<file path="config.mk">
export PLATFORM = sky130hd
export DESIGN_NAME = csr_trap_sequencer
export DESIGN_NICKNAME = d
export VERILOG_FILES = /design/src/rtl/csr_trap_pkg.sv /design/src/rtl/csr_trap_sequencer_vec.sv /design/src/rtl/csr_trap_sequencer.sv
export SDC_FILE = /design/constraint.sdc
export NUM_CORES = 1
export LEC_CHECK = 0
export BUFFER_PORTS_ARGS = -buffer_cell sky130_fd_sc_hd__buf_2
export CAP_MARGIN = 10
export CORE_ASPECT_RATIO = 1.5
export CORE_UTILIZATION = 30
export DETAILED_ROUTE_END_ITERATION = 10
export SYNTH_ARGS = -nofsm -noshare
export SYNTH_HDL_FRONTEND = slang
export SYNTH_SLANG_ARGS = --single-unit
export TNS_END_PERCENT = 1
</file>
<file path="constraint.sdc">
create_clock -name clk_i -period 32.7 [get_ports clk_i]
set_clock_uncertainty 0.2 [all_clocks]
set_input_delay 4.905 -clock clk_i [delete_from_list [all_inputs] [get_ports clk_i]]
set_output_delay 4.905 -clock clk_i [all_outputs]
set_load 0.05 [all_outputs]
</file>
<file path="src/rtl/csr_trap_pkg.sv">
// Shared types and constants for the CSR trap-entry sequencer.
package csr_trap_pkg;

  // Sequencer states; the encoding is fixed so the state is easy to read in waves.
  typedef enum logic [2:0] {
    IDLE     = 3'd0,
    FLUSH    = 3'd1,
    WR_CAUSE = 3'd2,
    WR_EPC   = 3'd3,
    WR_TVAL  = 3'd4,
    REDIRECT = 3'd5
  } trap_state_e;

  // Machine-mode trap CSR addresses written during trap entry.
  localparam logic [11:0] CSR_MCAUSE = 12'h342;
  localparam logic [11:0] CSR_MEPC   = 12'h341;
  localparam logic [11:0] CSR_MTVAL  = 12'h343;

  // Cause code raised by the CSR file on an illegal CSR access.
  localparam logic [63:0] ILLEGAL_INSTR = 64'd2;

  // True for the states that drive the CSR write port.
  function automatic logic is_wr_state(input trap_state_e s);
    return (s == WR_CAUSE) || (s == WR_EPC) || (s == WR_TVAL);
  endfunction

endpackage

</file>
<file path="src/rtl/csr_trap_sequencer_vec.sv">
// Combinational trap vector calculation: debug override, direct or vectored mtvec.
module trap_vector_calc
  import csr_trap_pkg::*;
#(
  parameter int              XLEN         = 64,
  parameter logic [XLEN-1:0] DBG_EXC_ADDR = 64'h0000_0000_0000_0808
) (
  input  logic [XLEN-1:0] mtvec_i,
  input  logic [XLEN-1:0] cause_i,
  input  logic            debug_i,
  output logic [XLEN-1:0] target_o
);

  logic [XLEN-1:0] base_s;
  logic [XLEN-1:0] offset_s;
  logic            vectored_s;
  logic            cause_unused_s;

  assign base_s     = {mtvec_i[XLEN-1:2], 2'b00};
  // Only the low six cause bits select a vector slot; each slot is one word.
  assign offset_s   = {{(XLEN-8){1'b0}}, cause_i[5:0], 2'b00};
  // Modes 2'b10/2'b11 are reserved and fall back to direct.
  assign vectored_s = (mtvec_i[1:0] == 2'b01) && cause_i[XLEN-1];
  // The middle cause bits never influence the target.
  assign cause_unused_s = ^cause_i[XLEN-2:6];

  // Select the redirect target; addition wraps modulo 2^XLEN.
  always_comb begin
    target_o = base_s;
    if (debug_i) begin
      target_o = DBG_EXC_ADDR;
    end else if (vectored_s) begin
      target_o = base_s + offset_s;
    end else begin
      target_o = base_s;
    end
  end

endmodule

</file>
<file path="src/rtl/csr_trap_sequencer.sv">
// Trap-entry sequencer: captures an exception from the CSR file, flushes the
// pipeline, writes mcause/mepc/mtval and redirects fetch to the trap vector.
// All outputs are registered and decoded from the next state, so they change
// in the same cycle the state does.
module csr_trap_sequencer
  import csr_trap_pkg::*;
#(
  parameter int              XLEN         = 64,
  parameter logic [XLEN-1:0] DBG_EXC_ADDR = 64'h0000_0000_0000_0808,
  parameter int              CNT_W        = 32
) (
  input  logic             clk_i,
  input  logic             rst_i,
  input  logic             ex_valid_i,
  output logic             ex_ready_o,
  input  logic [XLEN-1:0]  ex_cause_i,
  input  logic [XLEN-1:0]  ex_tval_i,
  input  logic [XLEN-1:0]  ex_pc_i,
  input  logic             debug_mode_i,
  input  logic [XLEN-1:0]  mtvec_i,
  output logic             csr_wr_valid_o,
  output logic [11:0]      csr_wr_addr_o,
  output logic [XLEN-1:0]  csr_wr_data_o,
  input  logic             csr_wr_ready_i,
  output logic             flush_o,
  output logic             redirect_valid_o,
  output logic [XLEN-1:0]  redirect_pc_o,
  input  logic             redirect_ready_i,
  output logic             busy_o,
  output logic [CNT_W-1:0] trap_count_o
);

  trap_state_e      state_r, state_next_s;
  logic [XLEN-1:0]  cause_r, tval_r, pc_r, mtvec_r;
  logic             debug_r;
  logic [CNT_W-1:0] count_r;

  logic             ex_ready_r, flush_r, csr_wr_valid_r, redirect_valid_r, busy_r;
  logic [11:0]      csr_wr_addr_r;
  logic [XLEN-1:0]  csr_wr_data_r, redirect_pc_r;

  logic             accept_s;
  logic [11:0]      wr_addr_next_s;
  logic [XLEN-1:0]  wr_data_next_s;
  logic [XLEN-1:0]  target_s;

  assign accept_s = ex_valid_i && ex_ready_r;

  trap_vector_calc #(
    .XLEN         (XLEN),
    .DBG_EXC_ADDR (DBG_EXC_ADDR)
  ) u_vec (
    .mtvec_i  (mtvec_r),
    .cause_i  (cause_r),
    .debug_i  (debug_r),
    .target_o (target_s)
  );

  // Next-state logic; each write or redirect state waits for its ready.
  always_comb begin
    state_next_s = state_r;
    case (state_r)
      IDLE:     if (accept_s)         state_next_s = FLUSH;    else state_next_s = IDLE;
      FLUSH:    if (debug_r)          state_next_s = REDIRECT; else state_next_s = WR_CAUSE;
      WR_CAUSE: if (csr_wr_ready_i)   state_next_s = WR_EPC;   else state_next_s = WR_CAUSE;
      WR_EPC:   if (csr_wr_ready_i)   state_next_s = WR_TVAL;  else state_next_s = WR_EPC;
      WR_TVAL:  if (csr_wr_ready_i)   state_next_s = REDIRECT; else state_next_s = WR_TVAL;
      REDIRECT: if (redirect_ready_i) state_next_s = IDLE;     else state_next_s = REDIRECT;
      default:                        state_next_s = IDLE;
    endcase
  end

  // CSR write address/data for the upcoming state; mepc always has bit 0 clear.
  always_comb begin
    wr_addr_next_s = 12'h000;
    wr_data_next_s = {XLEN{1'b0}};
    case (state_next_s)
      WR_CAUSE: begin
        wr_addr_next_s = CSR_MCAUSE;
        wr_data_next_s = cause_r;
      end
      WR_EPC: begin
        wr_addr_next_s = CSR_MEPC;
        wr_data_next_s = {pc_r[XLEN-1:1], 1'b0};
      end
      WR_TVAL: begin
        wr_addr_next_s = CSR_MTVAL;
        wr_data_next_s = tval_r;
      end
      default: begin
        wr_addr_next_s = 12'h000;
        wr_data_next_s = {XLEN{1'b0}};
      end
    endcase
  end

  // State register; reset aborts any sequence in flight.
  always_ff @(posedge clk_i or posedge rst_i) begin
    if (rst_i) begin
      state_r <= IDLE;
    end else begin
      state_r <= state_next_s;
    end
  end

  // Snapshot the exception and mode bits at accept so later input changes are ignored.
  always_ff @(posedge clk_i or posedge rst_i) begin
    if (rst_i) begin
      cause_r <= {XLEN{1'b0}};
      tval_r  <= {XLEN{1'b0}};
      pc_r    <= {XLEN{1'b0}};
      mtvec_r <= {XLEN{1'b0}};
      debug_r <= 1'b0;
    end else if (accept_s) begin
      cause_r <= ex_cause_i;
      tval_r  <= ex_tval_i;
      pc_r    <= ex_pc_i;
      mtvec_r <= mtvec_i;
      debug_r <= debug_mode_i;
    end
  end

  // Saturating count of accepted traps.
  always_ff @(posedge clk_i or posedge rst_i) begin
    if (rst_i) begin
      count_r <= {CNT_W{1'b0}};
    end else if (accept_s && (count_r != {CNT_W{1'b1}})) begin
      count_r <= count_r + {{(CNT_W-1){1'b0}}, 1'b1};
    end
  end

  // Registered outputs decoded from the next state; held stable while waiting for ready.
  always_ff @(posedge clk_i or posedge rst_i) begin
    if (rst_i) begin
      ex_ready_r       <= 1'b1;
      flush_r          <= 1'b0;
      csr_wr_valid_r   <= 1'b0;
      csr_wr_addr_r    <= 12'h000;
      csr_wr_data_r    <= {XLEN{1'b0}};
      redirect_valid_r <= 1'b0;
      redirect_pc_r    <= {XLEN{1'b0}};
      busy_r           <= 1'b0;
    end else begin
      ex_ready_r       <= (state_next_s == IDLE);
      flush_r          <= (state_next_s == FLUSH);
      csr_wr_valid_r   <= is_wr_state(state_next_s);
      csr_wr_addr_r    <= wr_addr_next_s;
      csr_wr_data_r    <= wr_data_next_s;
      redirect_valid_r <= (state_next_s == REDIRECT);
      redirect_pc_r    <= (state_next_s == REDIRECT) ? target_s : {XLEN{1'b0}};
      busy_r           <= (state_next_s != IDLE);
    end
  end

  assign ex_ready_o       = ex_ready_r;
  assign flush_o          = flush_r;
  assign csr_wr_valid_o   = csr_wr_valid_r;
  assign csr_wr_addr_o    = csr_wr_addr_r;
  assign csr_wr_data_o    = csr_wr_data_r;
  assign redirect_valid_o = redirect_valid_r;
  assign redirect_pc_o    = redirect_pc_r;
  assign busy_o           = busy_r;
  assign trap_count_o     = count_r;

endmodule

</file>
==> results.sh <==
export IMPL_status="completed"
export IMPL_synth_top_area_cell="dfrtp_1"
export IMPL_drcViolationCount=0
export IMPL_synth_main_ff_cell="dfrtp_1"
export IMPL_yosysTopAreaCellShare_pct=59.3
export IMPL_synth_edf_count=0
export IMPL_synth_async_sr_flop_share_pct=100
export IMPL_max_slew_margin_rel_pct=28.0
export IMPL_dp_cells=3002
export IMPL_cts_post_setup_buffers_inserted=0
export IMPL_crit_type="in2async"
export IMPL_hold_violations=0
export IMPL_grt_start_max_net_pins=103
export IMPL_dpl_hpwl_um=37500
export IMPL_holdBufCountCts=0
export IMPL_pre_cts_ws_ps=24300
export IMPL_period_needed_ps=7570
export IMPL_synth_distinct_cells=59
export IMPL_gp_congestion=0.899
export IMPL_syn_area_um2=17900
export IMPL_layout_nets=2540
export IMPL_synth_warnings=0
export IMPL_vias=14600
export IMPL_dr_wl_met2_um=26800
export IMPL_die_width_um=201
export IMPL_maxSlewViolCount=0
export IMPL_cp_max_fo=102
export IMPL_rsz0062_at_grt="false"
export IMPL_drtIter0Drc=850
export IMPL_peakVddDrop_mv=0.0522
export IMPL_fin_cells=3087
export IMPL_first_pass_iters=5
export IMPL_antenna_found_initial=13
export IMPL_track_usage_pct=17.4
export IMPL_m1WireLength_um=21600
export IMPL_die_area_um2=60600
export IMPL_pwr_share_comb_pct=32.7
export IMPL_finalWorstSetupSlack_ps=25130
export IMPL_regArea_um2=10600
export IMPL_grt_pass1_wl_um=83200
export IMPL_port_buffers=428
export IMPL_powerDensity_nw_per_um2=90.2
export IMPL_swShare_pct=39.9
export IMPL_fillers=6032
export IMPL_cts_root_buf="clkbuf_16"
export IMPL_viasPerCell=4.72
export IMPL_power_share_clock_pct=25.0
export IMPL_p_sw_uw=798
export IMPL_cts_reportedPaths_clkPinSlew_ps=60
export IMPL_worst_pin_slew_ps=1080
export IMPL_p_int_uw=1200
export IMPL_cts_resized=0
export IMPL_multi_input_area_um2=6740
export IMPL_startpoint_type="input pin"
export IMPL_yosys_top_cells_area="dfrtp_1 (59%), nand2_1 (17%), a221o_1 (3.5%)"
export IMPL_start_util_pct=30.3
export IMPL_yosysMostFrequentCell="nand2_1"
export IMPL_fmax_ghz=0.132
export IMPL_drv_cap=0
export IMPL_grt_pass1_vias=14900
export IMPL_die_y_um=301
export IMPL_wl_met3_um=3560
export IMPL_arrival_ps=7940
export IMPL_setup_tns_final_ps=0
export IMPL_gr_total_overflow=0
export IMPL_clock_sinks=425
export IMPL_min_path_type="reg2reg"
export IMPL_critical_path_required_ps=33070
export IMPL_wl_per_cell_um=17.3
export IMPL_period_share_pct=23.2
export IMPL_setup_violations=0
export IMPL_drt_wl_total_um=53500
export IMPL_clock_latency_ps=580
export IMPL_ant_nets=0
export IMPL_io_pins=439
export IMPL_syn_to_final_growth_pct=24.0
export IMPL_clock_path_buffers=3
export IMPL_leakage_uw=0.0116
export IMPL_drive_gt1_share_pct=23.1
export IMPL_route_top_layer_used="met5"
export IMPL_cts_buffers_inserted=43
export IMPL_core_um2=58900
export IMPL_power_frac_seq_pct=42.3
export IMPL_cp_end_kind="asynchronous set/reset pin"
export IMPL_ys_ff_latch=425
export IMPL_synthTopCellsByCount="nand2_1 (810), dfrtp_1 (424), clkbuf_1 (77)"
export IMPL_syn_inst=1877
export IMPL_cts_tree="yes"
export IMPL_yosysSeqAreaShare_pct=59.5
export IMPL_rows=109
export IMPL_avgSynthCellArea_um2=9.53
export IMPL_h_tree_depth=2
## worst paths after layout
check                      cells past startpoint  slack (ps)                  from                           to
hold reg to reg                                2         260  pc_r[19]$_DFFE_PP0P_         pc_r[19]$_DFFE_PP0P_
min in group asynchronous                      2        4190                 rst_i  trap_count_o[5]$_DFFE_PP0P_
setup / recovery                               5       25130                 rst_i         pc_r[47]$_DFFE_PP0P_
setup reg to reg                               4       29410  ex_ready_o$_DFF_PP1_      mtvec_r[52]$_DFFE_PP0P_
hold / removal                                 2         260  pc_r[19]$_DFFE_PP0P_         pc_r[19]$_DFFE_PP0P_
max in group clk_i                             5       25560            ex_valid_i      mtvec_r[52]$_DFFE_PP0P_
## sequential cells by signal, summed over array words and instances (netlist names)
register          cells
busy_o                1
tval_r               64
debug_r               1
csr_wr_data_o        64
trap_count_o         32
redirect_valid_o      1
ex_ready_o            1
csr_wr_valid_o        1
state_r               3
flush_o               1
cause_r              64
redirect_pc_o        62
csr_wr_addr_o         3
mtvec_r              64
pc_r                 63
## final cells by class
cell class	count	share of cell area, %
multi-input cells	1324	30.4
clock buffers	62	5.54
diodes	7	0.0790
flip-flops and latches	425	48.0
repair buffers	449	10.4
well taps	777	4.38
inverters	27	0.491
clock inverters	16	0.796
## layer usage
layer / up-vias / global-route usage, %
li1: 6937 / -
met1: 7059 / 20.7
met2: 476 / 30.4
met3: 94 / 4.58
met4: 12 / 5.93
met5: - / 0
## kinds of logic (layout without fill, tap and decap cells)
group	Yosys count	in the layout	share of synthesized area, %
AO/OA/AOI/OAI	161	161	6.92
XOR/XNOR	59	59	2.89
AND/OR/NAND/NOR	1069	1069	25.9
multiplexers	18	18	1.01
buffers and inverters	136	554	3.15
adder cells (fa/ha/maj)	8	8	0.602
flip-flops	425	425	59.5
other	1	16	0.0210
## power by group through the flow
stage          registers, uW  logic [uW]  clock network (uW)
2_1_floorplan            935         369                   0
3_3_place_gp             846         649                   0
3_5_place_dp             856         663                   0
4_1_cts                  848         664                 518
5_1_grt                  871         727                 536
6_report                 846         655                 500
## stage by stage
step                cell area [um^2]  power, uW  hold WS, ps  utilization [%]
floorplan                      17900       1300          237                -
global placement               20800       1490          249             35.2
detailed placement             20800       1520          254             35.2
CTS                            22200       2030          269             37.6
global route                   22200       2130          280             37.6
finish                         22200       2000          262             37.6
## cells in the final DEF, fill, tap and decap left out, drive strengths merged, types with 17 or more instances in the layout
cell type,count
xor2,32
nor3,20
a221o,63
a21oi,26
and2,71
mux2i,17
dfrtp,424
nand3,21
nand2,810
xnor2,27
nor2,35
inv,31
nand4,34
o21ai,31
buf,449
clkbuf,62
## worst max-delay path, stage by stage
cell and delay, ps:
buf_2 130, inv_8 410, buf_4 760, buf_4 690, buf_4 820
Power figures use the tool's default switching activity.
